--- src/rtl/pll_reconfig_ctrl_if.sv ---
// Host-side request/response bundle for the PLL reconfiguration controller.
interface pll_reconfig_ctrl_if;
    logic       wr_req;
    logic       rd_req;
    logic [8:0] cfg_m;
    logic [8:0] cfg_n;
    logic       busy;
    logic       done;
    logic       error;
    logic [8:0] rd_m;
    logic [8:0] rd_n;

    modport master (
        output wr_req, rd_req, cfg_m, cfg_n,
        input  busy, done, error, rd_m, rd_n
    );

    modport slave (
        input  wr_req, rd_req, cfg_m, cfg_n,
        output busy, done, error, rd_m, rd_n
    );
endinterface

--- src/rtl/pll_reconfig_ctrl.sv ---
// PLL scan-chain reconfiguration controller: serial write of {M,N}, update strobe,
// scandone/locked handshake with timeouts, and serial readback of the chain.
module pll_reconfig_ctrl #(
    parameter int unsigned SCAN_LEN = 18,  // must be >= 18; {M,N} occupy the top of the chain
    parameter int unsigned CLK_DIV  = 2,
    parameter int unsigned TIMEOUT  = 1024
) (
    input  logic               inclk0,
    input  logic               areset_n,
    pll_reconfig_ctrl_if.slave host,
    output logic               scanclk,
    output logic               scandata,
    output logic               scanwrite,
    output logic               scanread,
    output logic               scanclkena,
    output logic               configupdate,
    output logic               scanaclr,
    input  logic               scandataout,
    input  logic               scandone,
    input  logic               locked
);

    localparam int unsigned DivW = $clog2(CLK_DIV + 1);
    localparam int unsigned BitW = $clog2(SCAN_LEN + 1);
    localparam int unsigned TmoW = $clog2(TIMEOUT + 1);
    localparam int unsigned PadBits = SCAN_LEN - 18;

    typedef enum logic [2:0] {
        StIdle,
        StShiftWr,
        StUpdate,
        StWaitDone,
        StWaitLock,
        StShiftRd
    } state_e;

    state_e              state_q;
    logic [DivW-1:0]     div_cnt_q;
    logic [BitW-1:0]     bit_cnt_q;
    logic [TmoW-1:0]     tmo_cnt_q;
    logic [SCAN_LEN-1:0] sr_q;
    logic                aclr_hold_q;

    logic div_tick;
    logic clk_rise;
    logic clk_fall;
    logic last_bit;
    logic tmo_hit;

    assign div_tick = (div_cnt_q == DivW'(CLK_DIV - 1));
    assign clk_rise = div_tick & ~scanclk;
    assign clk_fall = div_tick & scanclk;
    assign last_bit = (bit_cnt_q == BitW'(SCAN_LEN - 1));
    assign tmo_hit  = (tmo_cnt_q == TmoW'(TIMEOUT - 1));

    assign scanclkena = scanwrite | scanread;
    assign scandata   = scanwrite & sr_q[SCAN_LEN-1];

    always_ff @(posedge inclk0 or negedge areset_n) begin
        if (!areset_n) begin
            state_q      <= StIdle;
            div_cnt_q    <= '0;
            bit_cnt_q    <= '0;
            tmo_cnt_q    <= '0;
            sr_q         <= '0;
            aclr_hold_q  <= 1'b1;
            scanaclr     <= 1'b1;
            scanclk      <= 1'b0;
            scanwrite    <= 1'b0;
            scanread     <= 1'b0;
            configupdate <= 1'b0;
            host.busy    <= 1'b0;
            host.done    <= 1'b0;
            host.error   <= 1'b0;
            host.rd_m    <= '0;
            host.rd_n    <= '0;
        end else begin
            // Two-stage release keeps scanaclr high through the first full cycle after reset.
            aclr_hold_q  <= 1'b0;
            scanaclr     <= aclr_hold_q;
            host.done    <= 1'b0;
            configupdate <= 1'b0;

            unique case (state_q)
                StIdle: begin
                    div_cnt_q <= '0;
                    bit_cnt_q <= '0;
                    scanclk   <= 1'b0;
                    if (host.wr_req) begin
                        state_q   <= StShiftWr;
                        sr_q      <= SCAN_LEN'({host.cfg_m, host.cfg_n}) << PadBits;
                        host.busy <= 1'b1;
                        scanwrite <= 1'b1;
                    end else if (host.rd_req) begin
                        state_q   <= StShiftRd;
                        sr_q      <= '0;
                        host.busy <= 1'b1;
                        scanread  <= 1'b1;
                    end
                end

                StShiftWr, StShiftRd: begin
                    if (div_tick) begin
                        div_cnt_q <= '0;
                        scanclk   <= ~scanclk;
                    end else begin
                        div_cnt_q <= div_cnt_q + DivW'(1);
                    end
                    // Readback captures on the rising edge; write data moves on the falling edge.
                    if (clk_rise && state_q == StShiftRd) begin
                        sr_q <= {sr_q[SCAN_LEN-2:0], scandataout};
                    end
                    if (clk_fall) begin
                        bit_cnt_q <= bit_cnt_q + BitW'(1);
                        if (state_q == StShiftWr) begin
                            sr_q <= {sr_q[SCAN_LEN-2:0], 1'b0};
                        end
                        if (last_bit) begin
                            bit_cnt_q <= '0;
                            if (state_q == StShiftWr) begin
                                state_q      <= StUpdate;
                                scanwrite    <= 1'b0;
                                configupdate <= 1'b1;
                            end else begin
                                state_q    <= StIdle;
                                scanread   <= 1'b0;
                                host.busy  <= 1'b0;
                                host.done  <= 1'b1;
                                host.error <= 1'b0;
                                host.rd_m  <= sr_q[17:9];
                                host.rd_n  <= sr_q[8:0];
                            end
                        end
                    end
                end

                StUpdate: begin
                    state_q   <= StWaitDone;
                    tmo_cnt_q <= '0;
                end

                StWaitDone: begin
                    if (scandone) begin
                        state_q   <= StWaitLock;
                        tmo_cnt_q <= '0;
                    end else if (tmo_hit) begin
                        state_q    <= StIdle;
                        host.busy  <= 1'b0;
                        host.done  <= 1'b1;
                        host.error <= 1'b1;
                    end else begin
                        tmo_cnt_q <= tmo_cnt_q + TmoW'(1);
                    end
                end

                StWaitLock: begin
                    if (locked || tmo_hit) begin
                        state_q    <= StIdle;
                        host.busy  <= 1'b0;
                        host.done  <= 1'b1;
                        host.error <= ~locked;
                    end else begin
                        tmo_cnt_q <= tmo_cnt_q + TmoW'(1);
                    end
                end

                default: begin
                    state_q   <= StIdle;
                    host.busy <= 1'b0;
                    scanclk   <= 1'b0;
                    scanwrite <= 1'b0;
                    scanread  <= 1'b0;
                end
            endcase
        end
    end

endmodule

--- src/flat_wrapper.sv ---
// flat-port wrapper written by rule: the top's interface ports become plain ports
module pll_reconfig_ctrl_flat 
#(
    parameter int unsigned SCAN_LEN = 18,                                                     
    parameter int unsigned CLK_DIV  = 2,
    parameter int unsigned TIMEOUT  = 1024
)
  (inclk0, areset_n, scanclk, scandata, scanwrite, scanread, scanclkena, configupdate, scanaclr, scandataout, scandone, locked, host_wr_req, host_rd_req, host_cfg_m, host_cfg_n, host_busy, host_done, host_error, host_rd_m, host_rd_n);
  pll_reconfig_ctrl_if host_i ();
  input  logic inclk0;
  input  logic areset_n;
  output logic scanclk;
  output logic scandata;
  output logic scanwrite;
  output logic scanread;
  output logic scanclkena;
  output logic configupdate;
  output logic scanaclr;
  input  logic scandataout;
  input  logic scandone;
  input  logic locked;
  input wire logic [$bits(host_i.wr_req)-1:0] host_wr_req;
  input wire logic [$bits(host_i.rd_req)-1:0] host_rd_req;
  input wire logic [$bits(host_i.cfg_m)-1:0] host_cfg_m;
  input wire logic [$bits(host_i.cfg_n)-1:0] host_cfg_n;
  output wire logic [$bits(host_i.busy)-1:0] host_busy;
  output wire logic [$bits(host_i.done)-1:0] host_done;
  output wire logic [$bits(host_i.error)-1:0] host_error;
  output wire logic [$bits(host_i.rd_m)-1:0] host_rd_m;
  output wire logic [$bits(host_i.rd_n)-1:0] host_rd_n;
  assign host_i.wr_req = host_wr_req;
  assign host_i.rd_req = host_rd_req;
  assign host_i.cfg_m = host_cfg_m;
  assign host_i.cfg_n = host_cfg_n;
  assign host_busy = host_i.busy;
  assign host_done = host_i.done;
  assign host_error = host_i.error;
  assign host_rd_m = host_i.rd_m;
  assign host_rd_n = host_i.rd_n;
  pll_reconfig_ctrl #(.SCAN_LEN(SCAN_LEN), .CLK_DIV(CLK_DIV), .TIMEOUT(TIMEOUT)) u_core (.inclk0(inclk0), .areset_n(areset_n), .host(host_i), .scanclk(scanclk), .scandata(scandata), .scanwrite(scanwrite), .scanread(scanread), .scanclkena(scanclkena), .configupdate(configupdate), .scanaclr(scanaclr), .scandataout(scandataout), .scandone(scandone), .locked(locked));
endmodule
--- config.mk ---
export PLATFORM = sky130hd
export DESIGN_NAME = pll_reconfig_ctrl_flat
export DESIGN_NICKNAME = d
export VERILOG_FILES = /design/src/rtl/pll_reconfig_ctrl_if.sv /design/src/rtl/pll_reconfig_ctrl.sv /design/src/flat_wrapper.sv
export SDC_FILE = /design/constraint.sdc
export NUM_CORES = 1
export LEC_CHECK = 0
export CAP_MARGIN = 0
export CORE_MARGIN = 5
export CORE_UTILIZATION = 40
export DETAILED_ROUTE_END_ITERATION = 10
export HOLD_SLACK_MARGIN = 0.15
export PLACE_DENSITY = 0.73
export SYNTH_ARGS = -nofsm -noshare
export SYNTH_HDL_FRONTEND = slang
export SYNTH_SLANG_ARGS = --single-unit
--- constraint.sdc ---
create_clock -name inclk0 -period 3.7 [get_ports inclk0]
set_input_delay 0.37 -clock inclk0 [delete_from_list [all_inputs] [get_ports inclk0]]
set_output_delay 0.37 -clock inclk0 [all_outputs]
set_load 0.05 [all_outputs]
## Word level (Yosys, flattened, before mapping)

Index checks and enable logic that the tools add are counted.

| word-level totals | value |
|---|---|
| register bits | 66 |
| bits in latches | 0 |
| bits in writable memories | 0 |
| ROM bits | 0 |
| input port bits | 25 |
| output and inout port bits | 28 |
| word-level logic and storage cells | 126 |
| memories | 0 |

| cells by class | value |
|---|---|
| $add $sub $neg | 3 |
| $mul | 0 |
| div/mod/pow operators | 0 |
| magnitude comparators | 0 |
| eq/ne operators | 23 |
| shifts and indexed selects | 0 |
| mux-type cells | 57 |
| bitwise gates (word level) | 9 |
| reduce and logical (&&, ||, !) cells | 18 |

Operators with widths:

| operator | count |
|---|---|
| two-way mux 18 bit | 5 |
| case mux 18 bit (2 select lines) | 1 |
| two-way mux 11 bit | 3 |
| case mux 11 bit (3 select lines) | 1 |
| two-way mux 1 bit | 27 |
| two-way mux 3 bit | 7 |
| case mux 3 bit (5 select lines) | 1 |
| inequality test 2 x 1 -> 1 bit (second input constant) | 6 |
| inequality test 2 bit (second input constant) | 6 |
| case mux 1 bit (3 select lines) | 4 |
| adder 11 x 1 -> 11 bit (second input constant) | 1 |
| equality test 11 x 10 -> 1 bit (second input constant) | 1 |
| two-way mux 5 bit | 2 |
| case mux 5 bit (2 select lines) | 1 |
| AND reduction 5 bit | 2 |
| AND reduction 8 bit | 1 |
| AND reduction 7 bit | 1 |
| equality test 3 x 2 -> 1 bit (second input constant) | 2 |
| equality test 3 bit (second input constant) | 2 |
| inequality test 3 bit (second input constant) | 2 |
| AND reduction 2 bit | 3 |
| AND reduction 6 bit | 1 |
| nonzero test 3 bit | 2 |
| adder 5 x 1 -> 5 bit (second input constant) | 1 |
| 20 further kinds | 27 |

## Depth between registers and ports, before layout

| logic depth | value |
|---|---|
| depth in word-level cells | 7 |
| gate-level depth with buffers | 7 |
| mapped depth without buffers | 6 |

## Least setup slack after synthesis

Ideal clock, no wire load.

| timing | value |
|---|---|
| kind | reg2reg |
| start | reg u_core.scanclk |
| end | reg u_core.host.rd_m[0] |
| setup time | 128 ps |
| arrival time | 1,820 ps |
| data required time | 3,572 ps |
| slack | 1,752 ps |
| stages on the path, launching flop included | 6 |
| path buffers | 1 |
| clock period less this slack | 1,948 ps |
| path through | dfrtp_1 nand3b_1 nor2_2 nand3_2 buf_4 mux2_1 |

| on the way | value |
|---|---|
| word-level cells in the longest chain between the ends | 2 |

RTL lines:

| item | line | RTL |
|---|---|---|
| from (decl) | pll_reconfig_ctrl.sv:11 | `output logic scanclk,` |
| from (signal assigned) | pll_reconfig_ctrl.sv:105 | `scanclk <= ~scanclk;` |
| bitwise AND 1 bit | pll_reconfig_ctrl.sv:52 | `assign clk_fall = div_tick & scanclk;` |
| AND reduction 4 bit (no source line) | - |  |
| to (signal assigned) | pll_reconfig_ctrl.sv:130 | `host.rd_m <= sr_q[17:9];` |
| to (decl) | pll_reconfig_ctrl_if.sv:20 | `output busy, done, error, rd_m, rd_n` |

No other way between the ends.
A chain may end at the register's enable or synchronous reset.

## Worst setup path after layout

| timing | value |
|---|---|
| start | reg u_core.state_q[0] |
| end | reg u_core.host.rd_n[4] |

| on the way | value |
|---|---|
| word-level cells in the longest chain between the ends | 3 |
| elaborated cells between the ends (all ways) | 5 |
| classes of those cells | eq/ne (2); bitwise (1); reduce/logical (2) |

RTL lines:

| item | line | RTL |
|---|---|---|
| from (decl) | pll_reconfig_ctrl.sv:37 | `state_e state_q;` |
| from (signal assigned) | pll_reconfig_ctrl.sv:61 | `state_q <= StIdle;` |
| from (signal assigned) | pll_reconfig_ctrl.sv:90 | `state_q <= StShiftWr;` |
| from (signal assigned) | pll_reconfig_ctrl.sv:95 | `state_q <= StShiftRd;` |
| equality test 3 x 1 -> 1 bit or equality test 3 bit (tied branches) | pll_reconfig_ctrl.sv:84, pll_reconfig_ctrl.sv:120 |  |
| OR reduction 2 bit or inverter 1 bit (tied branches) | - |  |
| AND reduction 4 bit (no source line) * | - |  |
| to (signal assigned) | pll_reconfig_ctrl.sv:131 | `host.rd_n <= sr_q[8:0];` |
| to (decl) | pll_reconfig_ctrl_if.sv:20 |  |

Mark *: on every way between the ends. The rest lies on a longest branch, timed or not.

==> key figures <==
Run status
  – Status: completed

Pwr
  – Switching share of total power: 23.2%
  – P_sw: approximately 330 uW
  – Comb power frac: 4.5%
  – Int Pwr: 1.09 mW
  – Pwr Density: 345 mW/mm^2
  – LEAKAGE: 1.77 nW
  – Flop pwr share: 51.8%
  – Clk pwr share: around 44%
  – Peak supply drop: 0.000173 V

Yosys
  – Cell area after synthesis: 0.00332 mm^2
  – Synth area leaders: dfrtp_1 (48%), mux2_1 (6.1%), nand2_1 (3.7%)
  – Top cell type's share of synthesized area: 48.2%
  – Register area share after synthesis: 49.8%
  – YS warnings: 0
  – Main synth FF type: dfrtp_1
  – Commonest cells post-synth: dfrtp_1 (64), nand2_1 (33), mux2_1 (18)
  – Yosys cell types: 66
  – Syn_nets: 338
  – Async SR Flop Fraction: 100%
  – Post-Syn Area per Cell: 10.7 um^2
  – Post-synth EDFFs: 0
  – Post-Syn Instances: 310
  – #FFs+latches synth: 66
  – Cell taking the most area after synthesis: dfrtp_1
  – Most common cell in the netlist: dfrtp_1

Setup path
  – Reg2Reg Launch Point: u_core.state_q[0]
  – CP endpoint kind: register
  – Crit path launch: u_core.state_q[0]
  – Worst path cell trace: nand2b_1 > nor2_2 > nand3_2 > mux2_1
  – Worst path top cell family by delay: simple AND/OR/NAND/NOR gates
  – Slowest CP cell: dfrtp_1
  – Reg2reg setup slack: 1160 ps
  – Crit Path Category: reg2reg
  – Critical path arrival: 2760 ps
  – CP Max Fanout: 19
  – CP peak stage delay: approximately 700 ps
  – Worst r2r dst: u_core.host.rd_n[4]
  – R2R depth: 4
  – CP endpoint: u_core.host.rd_n[4]
  – Buffers and inverters on the worst path: 0
  – Required time worst endpoint: 3920 ps
  – CP Launch Type: register
  – Stages on worst setup path: 4

Drt
  – Vias/cell: 5.63
  – Detailed Route Iter0 Violations: 197
  – Routed length per placed instance: 16.7 um
  – DRC: 0
  – DR pass1 iterations: 5
  – Antenna Nets Post-Route: 0
  – Total wire length: 7900 um
  – Via count: roughly 2700

Clocking
  – CTS buffer count: 9
  – Setup bufs post-CTS: 0
  – CTS clock-pin slew for the worst setup and hold paths: 80 ps
  – CTS H-Tree Depth: 3
  – Worst skew pair latency: around 340 ps
  – TritonCTS clock tree: done
  – Sink Count: 66
  – Hold buffer count at CTS: 0
  – Clock buffer depth: 2
  – Root Driver: clkbuf_8
  – Post-CTS resize count: 0

Die
  – Die ar.: 0.0102 mm^2
  – Initial Util: 40.6%
  – # IOs: 53
  – Height of the chip: 101 um
  – # rows: 33
  – CORE AREA: ~0.008 mm^2
  – DIE WIDTH: 101 um

STA
  – Post-route minimum period: 2540 ps
  – Slew HR: 39.2%
  – Max Fclk: 394 MHz
  – Crit share post-route: between 60% and 70%
  – Unrepaired setup endpoints after global routing: no
  – Setup TNS: 0 ps
  – Final Slew Violations: 0
  – Final Hold Vio Count: 0
  – Setup Skew: between 8 and 9 ps
  – Final setup viols: 0
  – Slew @ Worst Pin: 912 ps

Global routing
  – Initial antenna violation count: 0
  – GRT Overall Usage: between 10% and 20%
  – Grt total ovfl: 0
  – Global-route wire length before repair: between 10000 and 15000 um
  – Largest net degree at the start of global routing: 43
  – Vias in the first global route: ~2700

Layout
  – Area of the multi-input gates: 0.00156 mm^2
  – Fillers: 737
  – Layout Nets: around 390
  – Synth-to-layout area growth: 24.3%
  – Register Area: approximately 0.0017 mm^2
  – Core Util, Final: 50.5%
  – Number of diodes: 0
  – Fin cells: ~470
  – Share of layout cells above drive strength 1: 10.9%

Placement
  – Post-DP HPWL: 5750 um
  – I/O Buffers: 52
  – Cells after DPL: 457
  – Routability cong.: 0.832

Run
  – Max-cap violations: 0

Hold path
  – Hold Path Class: in2async
==> layer usage <==
metal | global-route usage [%] | vias up | part of all wire (%)
met2 | 24.9 | 73 | 48
met4 | 7.77 | 0 | 2.0
met5 | 0 | - | 0
li1 | - | 1268 | -
met1 | 23.3 | 1310 | 45
met3 | 2.89 | 11 | 4.8
==> layout make-up <==
| type | count | area share, % |
|---|---|---|
| sequential | 66 | 40.0 |
| clock buffer | 10 | 3.33 |
| inverter | 10 | 0.909 |
| timing repair buffer | 56 | 13.2 |
| clock inverter | 6 | 1.57 |
| multi-input combinational | 220 | 37.8 |
| tap | 105 | 3.18 |
==> logic make-up after synthesis <==
| kind of cell | count (synthesis) | share of synthesized area, % |
|---|---|---|
| mux | 21 | 7.00 |
| buf+inv | 24 | 3.28 |
| compound gates | 97 | 21.4 |
| simple gates | 96 | 16.8 |
| fa+ha+maj | 3 | 1.13 |
| xor+xnor | 2 | 0.527 |
| flops | 66 | 49.8 |
| other cells | 1 | 0.113 |
==> worst min path at each step <==
stage / cells past startpoint / startpoint / endpoint
2_1_floorplan: 0 / areset_n / u_core.bit_cnt_q[0]
3_3_place_gp: 0 / u_core.aclr_hold_q / u_core.scanaclr
3_5_place_dp: 0 / u_core.aclr_hold_q / u_core.scanaclr
4_1_cts: 1 / areset_n / u_core.sr_q[2]
5_1_grt: 1 / areset_n / u_core.tmo_cnt_q[8]
6_report: 1 / areset_n / u_core.tmo_cnt_q[8]
==> power by group through the flow <==
| stage | logic, mW | clock network, mW | registers [mW] |
|---|---|---|---|
| after floorplan | 0.0141 | 0 | 0.753 |
| after global placement | 0.0662 | 0 | 0.750 |
| after detailed placement | 0.0667 | 0 | 0.751 |
| after CTS | 0.0665 | 0.634 | 0.737 |
| after global routing | 0.0716 | 0.672 | 0.738 |
| final | 0.0646 | 0.622 | 0.737 |
==> flip-flops by register name, summed over array words and instances, names as in the netlist, 2 cells and up <==
signal and flops:
u_core.div_cnt_q 2, u_core.state_q 3, u_core.bit_cnt_q 5, u_core.host.rd_n 9, u_core.tmo_cnt_q 11, u_core.host.rd_m 9
u_core.sr_q 18
==> through the flow <==
step | setup slack (ps) | power, mW | instance area (um^2) | hold WS (ps)
3_3_place_gp | 1280 | 0.817 | 3930 | 346
3_5_place_dp | 1140 | 0.817 | 3930 | 354
6_report | 1160 | 1.42 | 4130 | 157
2_1_floorplan | 1750 | 0.767 | 3320 | 74.4
4_1_cts | 1110 | 1.44 | 4130 | 188
5_1_grt | 902 | 1.48 | 4130 | 227
==> cells in the final DEF (no fill, tap or decap), types with 4 or more instances in the layout <==
cell type,n
inv_1,10
nor2_1,4
a21oi_1,13
o21ai_0,10
a22oi_1,10
nand3_1,15
or3_1,4
a2bb2oi_1,8
o21ai_1,12
o31ai_1,4
nand2b_1,4
buf_4,4
o2bb2ai_1,12
clkbuf_8,10
and3_1,4
nand4_1,4
clkdlybuf4s50_1,51
nand2_1,33
mux2_1,18
dfrtp_1,64
Power figures use the tool's default switching activity.
